**src/rtl/median_pkg.sv**
```systemverilog
// Shared types and constants for the 3x3 median window scheduler.
package median_pkg;

  // Scheduler FSM states, shared by the top and anything that observes it.
  typedef enum logic [1:0] {
    IDLE,
    LOAD,
    WAIT,
    OUT
  } state_t;

  // Samples in one 3x3 window burst to the median engine.
  localparam int WIN_N = 9;

  // Default geometry and engine timeout.
  localparam int DEF_W     = 8;
  localparam int DEF_IMG_W = 16;
  localparam int DEF_IMG_H = 16;
  localparam int DEF_TMO   = 64;

  // Bits needed to count 0..n-1, never less than one.
  function automatic int cnt_width(input int n);
    return (n > 1) ? $clog2(n) : 1;
  endfunction

  // Counter widths for the default geometry.
  localparam int COL_CW  = cnt_width(DEF_IMG_W);
  localparam int ROW_CW  = cnt_width(DEF_IMG_H);
  localparam int TMO_CW  = cnt_width(DEF_TMO);
  localparam int LOAD_CW = cnt_width(WIN_N);

endpackage

```
**src/rtl/median_line_buf.sv**
```systemverilog
// One line of pixel history: single write and same-address read per accepted pixel.
module median_line_buf
  import median_pkg::*;
#(
  parameter int W     = 8,
  parameter int DEPTH = 16,
  parameter int AW    = cnt_width(DEPTH)
) (
  input  logic          CLK,
  input  logic          we,
  input  logic [AW-1:0] addr,
  input  logic [W-1:0]  wdata,
  output logic [W-1:0]  rdata
);

  // Storage is deliberately unreset: a column is always written before any window uses it.
  logic [W-1:0] mem [DEPTH];

  // The read returns the old contents, so a write and read of one column form a shift.
  assign rdata = mem[addr];

  // Store the new pixel for this column when a pixel is accepted.
  always_ff @(posedge CLK) begin
    if (we) begin
      mem[addr] <= wdata;
    end
  end

endmodule

```
**src/rtl/median_window_sched.sv**
```systemverilog
// Builds 3x3 windows from a raster pixel stream and sequences the shared
// 9-sample median engine: one burst per window, then wait for its result.
module median_window_sched
  import median_pkg::*;
#(
  parameter int W     = DEF_W,
  parameter int IMG_W = DEF_IMG_W,
  parameter int IMG_H = DEF_IMG_H,
  parameter int TMO   = DEF_TMO
) (
  input  logic         CLK,
  input  logic         nRST,
  input  logic [W-1:0] PIX_I,
  input  logic         PIX_V,
  input  logic         PIX_SOF,
  output logic         PIX_R,
  output logic [W-1:0] MED_DI,
  output logic         MED_DSI,
  input  logic [W-1:0] MED_DO,
  input  logic         MED_DSO,
  output logic [W-1:0] PIX_O,
  output logic         PIX_OV,
  output logic         FRAME_DONE,
  output logic         ERR
);

  localparam int CW  = cnt_width(IMG_W);
  localparam int RW  = cnt_width(IMG_H);
  localparam int TW  = cnt_width(TMO);
  localparam int LCW = cnt_width(WIN_N);

  localparam logic [CW-1:0]  COL_LAST  = CW'(IMG_W - 1);
  localparam logic [RW-1:0]  ROW_LAST  = RW'(IMG_H - 1);
  localparam logic [CW-1:0]  COL_MIN   = CW'(2);
  localparam logic [RW-1:0]  ROW_MIN   = RW'(2);
  localparam logic [TW-1:0]  TMO_LAST  = TW'(TMO - 1);
  localparam logic [LCW-1:0] LOAD_LAST = LCW'(WIN_N - 1);
  localparam logic [LCW-1:0] LOAD_ONE  = LCW'(1);

  state_t         state;
  logic [RW-1:0]  row;
  logic [CW-1:0]  col;
  logic [RW-1:0]  cur_row;
  logic [CW-1:0]  cur_col;
  logic           accept;
  logic           completing;
  logic [W-1:0]   l1_rd;
  logic [W-1:0]   l2_rd;
  logic [W-1:0]   win [WIN_N];
  logic [LCW-1:0] load_cnt;
  logic [TW-1:0]  tmo_cnt;
  logic           last_win;

  // A start-of-frame pixel is pinned to the origin regardless of the tracked position.
  assign accept     = PIX_V && PIX_R;
  assign cur_col    = PIX_SOF ? '0 : col;
  assign cur_row    = PIX_SOF ? '0 : row;
  assign completing = (cur_row >= ROW_MIN) && (cur_col >= COL_MIN);

  // L1 holds the previous line; L2 receives what L1 held, giving the line before that.
  median_line_buf #(
    .W     (W),
    .DEPTH (IMG_W),
    .AW    (CW)
  ) u_l1 (
    .CLK   (CLK),
    .we    (accept),
    .addr  (cur_col),
    .wdata (PIX_I),
    .rdata (l1_rd)
  );

  median_line_buf #(
    .W     (W),
    .DEPTH (IMG_W),
    .AW    (CW)
  ) u_l2 (
    .CLK   (CLK),
    .we    (accept),
    .addr  (cur_col),
    .wdata (l1_rd),
    .rdata (l2_rd)
  );

  // Raster position of the next pixel: column wraps into the row, row wraps at frame end.
  always_ff @(posedge CLK) begin
    if (!nRST) begin
      row <= '0;
      col <= '0;
    end else if (accept) begin
      if (cur_col == COL_LAST) begin
        col <= '0;
        row <= (cur_row == ROW_LAST) ? '0 : cur_row + 1'b1;
      end else begin
        col <= cur_col + 1'b1;
        row <= cur_row;
      end
    end
  end

  // Slide the 3x3 window left and bring in the new column {L2, L1, pixel}, top to bottom.
  always_ff @(posedge CLK) begin
    if (accept) begin
      for (int r = 0; r < 3; r++) begin
        win[r*3]     <= win[r*3 + 1];
        win[r*3 + 1] <= win[r*3 + 2];
      end
      win[2] <= l2_rd;
      win[5] <= l1_rd;
      win[8] <= PIX_I;
    end
  end

  // Scheduler FSM: burst the window to the engine, wait for the result, emit it.
  always_ff @(posedge CLK) begin
    if (!nRST) begin
      state      <= IDLE;
      PIX_R      <= 1'b0;
      MED_DSI    <= 1'b0;
      MED_DI     <= '0;
      PIX_O      <= '0;
      PIX_OV     <= 1'b0;
      FRAME_DONE <= 1'b0;
      ERR        <= 1'b0;
      load_cnt   <= '0;
      tmo_cnt    <= '0;
      last_win   <= 1'b0;
    end else begin
      PIX_OV     <= 1'b0;
      FRAME_DONE <= 1'b0;
      case (state)
        IDLE: begin
          PIX_R <= 1'b1;
          if (accept && completing) begin
            // The window shifts on this same edge, so the new top-left is the old win[1].
            state    <= LOAD;
            PIX_R    <= 1'b0;
            MED_DSI  <= 1'b1;
            MED_DI   <= win[1];
            load_cnt <= '0;
            last_win <= (cur_row == ROW_LAST) && (cur_col == COL_LAST);
          end
        end
        LOAD: begin
          if (load_cnt == LOAD_LAST) begin
            state   <= WAIT;
            MED_DSI <= 1'b0;
            MED_DI  <= '0;
            tmo_cnt <= '0;
          end else begin
            load_cnt <= load_cnt + LOAD_ONE;
            MED_DI   <= win[load_cnt + LOAD_ONE];
          end
        end
        WAIT: begin
          if (MED_DSO) begin
            state      <= OUT;
            PIX_O      <= MED_DO;
            PIX_OV     <= 1'b1;
            FRAME_DONE <= last_win;
          end else if (tmo_cnt == TMO_LAST) begin
            state <= IDLE;
            PIX_R <= 1'b1;
            ERR   <= 1'b1;
          end else begin
            tmo_cnt <= tmo_cnt + 1'b1;
          end
        end
        OUT: begin
          state <= IDLE;
          PIX_R <= 1'b1;
        end
        default: begin
          state <= IDLE;
        end
      endcase
    end
  end

endmodule

```
**config.mk**
```make
export PLATFORM = sky130hd
export DESIGN_NAME = median_window_sched
export DESIGN_NICKNAME = d
export VERILOG_FILES = /design/src/rtl/median_pkg.sv /design/src/rtl/median_line_buf.sv /design/src/rtl/median_window_sched.sv
export SDC_FILE = /design/constraint.sdc
export NUM_CORES = 1
export LEC_CHECK = 0
export ABC_CLOCK_PERIOD_IN_PS = 3800
export BUFFER_PORTS_ARGS = -buffer_cell sky130_fd_sc_hd__buf_2
export CAP_MARGIN = 20
export CORE_MARGIN = 5
export CORE_UTILIZATION = 56
export DETAILED_ROUTE_END_ITERATION = 6
export PLACE_DENSITY_LB_ADDON = 0.05
export SYNTH_ARGS = -nofsm -noshare
export SYNTH_HDL_FRONTEND = slang
export SYNTH_HIERARCHICAL = 1
export SYNTH_SLANG_ARGS = --single-unit
```
**constraint.sdc**
```tcl
create_clock -name CLK -period 3.8 [get_ports CLK]
set_clock_uncertainty 0.1 [all_clocks]
set_input_delay 0.76 -clock CLK [delete_from_list [all_inputs] [get_ports CLK]]
set_output_delay 0.76 -clock CLK [all_outputs]
set_load 0.02 [all_outputs]
```
==> summary.txt <==
Floorplan
  • Top Ports: 42
  • CORE AREA: between 0.02 and 0.03 mm^2
  • # rows: 59
  • Die area: 0.0295 mm^2
  • DIE HEIGHT: between 150 and 200 um
  • Chip Width: 172 um
  • Starting Density: 56.6%

Synth
  • Seq cells post-synth: 370
  • Cell Area, Synth: 0.0147 mm^2
  • Sequential fraction of the synthesis area: 72.9%
  • Post-synthesis mux area share: between 10% and 20%
  • Post-synth EDFFs: 328
  • Post-synthesis area per instance: 17.9 um^2
  • Yosys warns: 6
  • Primary FF master, synth: edfxtp_1
  • Post-synth cell types: between 50 and 60
  • Async S/R FF share, synth: 0%
  • Largest family of logic cells by synthesized area: multiplexers
  • Post-synthesis adder-cell area fraction: 0.597%
  • Synth Area in Compound Gates: 5.09%
  • Synth Area in Simple Gates: 6.68%
  • Synth Area in XOR/XNOR: 0.358%
  • Mapped Cells: 821
  • Syn_nets: about 850

Routing
  • Final wirelength: 30.3 mm
  • DR WL/cell: 23.9 um
  • Antenna-violating nets left: 0
  • # DRC: 0
  • Router iterations before antenna repair: 5
  • Total number of vias: 7822
  • Via density: approximately 6.2
  • DRT iter0 DRCs: between 700 and 800

Timing
  • Fmax: about 0.33 GHz
  • Period Utilization, post-route: between 70% and 80%
  • TNS Setup: 0 ns
  • Setup violators final: 0
  • Slew Viols, Final: 0
  • Worst-margin pin slew: a little over 0.9 ns
  • Final hold vios: 0
  • RSZ-0062 raised after global routing: no
  • Slew headroom: 38.3%
  • Final Critical Period: 3.04 ns

Clock tree
  • H-tree depth: 2
  • Num Clock Sinks: 370
  • CTS Hold Buffers Added: 0
  • CTS tree: built
  • Cts bufs inserted: 38
  • Clock root buffer: clkbuf_16
  • Clk slew on worst S/H paths: ~0.06 ns
  • Clock tree buffer depth: 3
  • Latest clock arrival within the worst-skew pair: between 0.5 and 0.6 ns
  • CTS resizes: 0
  • Post-CTS Setup Bufs: 0

Worst setup path
  • Top fanout value on the critical path: 25
  • Data arrival, critical path: 3.03 ns
  • CP required: 3.79 ns
  • Critical Path Start Type: flop
  • Critical path capture point type: flop
  • Buffer and inverter count on the worst path: 1
  • Slowest CP cell: nor2b_4
  • Crit-path cells: nor2b_4 -> buf_4 -> mux4_2 -> a22oi_1 -> nand2_1
  • Crit path kind: flop to flop
  • Delay-heaviest family, CP: simple AND/OR/NAND/NOR gates
  • Slowest cell delay on critical path: around 0.7 ns

Cells and area
  • Fillcell total: 1771
  • Area Overhead vs Synth: 13.2%
  • Multi-input gate area: 0.00374 mm^2
  • Commonest non-fill, non-tap cell in the layout: edfxtp_1
  • Share of layout cells above drive strength 1: 24.7%
  • Reg area: 0.0107 mm^2
  • Most frequent cells in the layout: 328 x edfxtp_1, 80 x mux4_2, 51 x nand2_1
  • Final #Nets: 930
  • ANT cells: 0

Pwr
  • P_leak: 5.36 nW
  • Maximum VDD drop: around 380 uV
  • Pwr Density: between 400 and 500 mW/mm^2
  • Total power: a little over 0.008 W

Placed design
  • GP Congestion: ~0.82
  • Hpwl dp: ~20 mm
  • I/O Buffers: 41

Flow run
  • Maxcap violations: 0

Outcome
  • Status: finished, final reports clean

Global route
  • Grt ovf: 0
  • Vias in the first global route: 7951
  • Largest net degree at the start of global routing: between 70 and 80
  • First-pass GRT wire length: 46.8 mm
  • All-Layer GR Usage: 21.0%
  • Initial antenna violation count: 0

Min path
  • Worst min-delay path class: flop to flop
[worst paths after layout]
path                            depth (start not counted)  slack, ns               to  startpoint
worst min register to register                          0       0.34        win[1][7]   win[2][7]
worst min-delay path                                    0       0.34        win[1][7]   win[2][7]
worst max register to register                          5       0.76  u_l2/mem[12][1]      col[1]
worst max-delay path                                    5       0.76  u_l2/mem[12][1]      col[1]
[worst reg2reg max path: stages, from the launching register on]
cell	delay [ns]
dfxtp_1	0.48
nor2b_4	0.70
buf_4	0.33
mux4_2	0.35
a22oi_1	0.20
nand2_1	0.44
[logic make-up after synthesis]
group                    count (synthesis)
XOR/XNOR                                 6
multiplexers                            86
AND/OR/NAND/NOR                        198
buffers and inverters                   51
AO/OA/AOI/OAI                          103
adder cells (fa/ha/maj)                  7
flip-flops                             370
[layer usage]
metal	global-route usage, %	vias to the layer above	part of all wire (%)
met5	0	-	0
li1	-	3473	-
met4	5.33	0	1.8
met3	3.31	47	5.8
met1	29.9	4020	42
met2	34.8	282	50
[stage by stage]
stage               cell area [um^2]  worst slack, ns  hold slack [ns]  utilization [%]  cells
floorplan                      14700            0.428            0.321                -    821
global placement               15400            0.298            0.330             59.5   1195
detailed placement             15400           0.0705            0.330             59.5   1195
CTS                            16600            0.622            0.344             64.0   1265
global route                   16600            0.587            0.347             64.0   1267
finish                         16600            0.761            0.344             64.0   1267
[layout make-up]
type | instances | area share, %
Clock inverter | 19 | 0.513
Clock buffer | 51 | 6.47
Tap cell | 335 | 2.53
Sequential cell | 370 | 64.4
Inverter | 10 | 0.249
Multi-Input combinational cell | 400 | 22.6
Timing Repair Buffer | 82 | 3.26
[where the power goes]
| group | switching, W | internal, W | leakage (nW) |
|---|---|---|---|
| sequential | 0.0000219 | 0.00448 | 3.32 |
| combinational | 0.000151 | 0.0000851 | 1.46 |
| clock | 0.00145 | 0.00198 | 0.579 |
| total | 0.00162 | 0.00655 | 5.36 |
[synthesized netlist by cell type, drive strengths merged, types with 3 or more instances]
cell type  count  share of area (%)
a22oi         34                1.7
nand3b        11               0.65
ha             7               0.60
nand4          3               0.13
nand2b         5               0.21
a21oi         20               0.76
edfxtp       328                 67
clkbuf        17               0.45
o22ai          4               0.17
mux2i          5               0.34
nand2         52                1.4
inv            8               0.20
dfxtp         42                5.7
o21ai         17               0.58
o2111a         3               0.23
and2           7               0.30
or3            3               0.13
nor3          16               0.55
nor2          50                1.3
mux4          80                 12
o211ai         5               0.26
xor2           4               0.24
o221ai         4               0.24
nor2b         18               0.77
nand3         23               0.78
buf           24               0.96
o311a          3               0.20
o2111ai        3               0.18
[registers in the layout (all words and copies together), names as in the netlist, 4 cells and up]
name,flops
u_l1/mem,128
u_l2/mem,128
win,72
MED_DI,8
PIX_O,8
tmo_cnt,6
col,4
load_cnt,4
row,4
(Power assumes the default switching activity.)
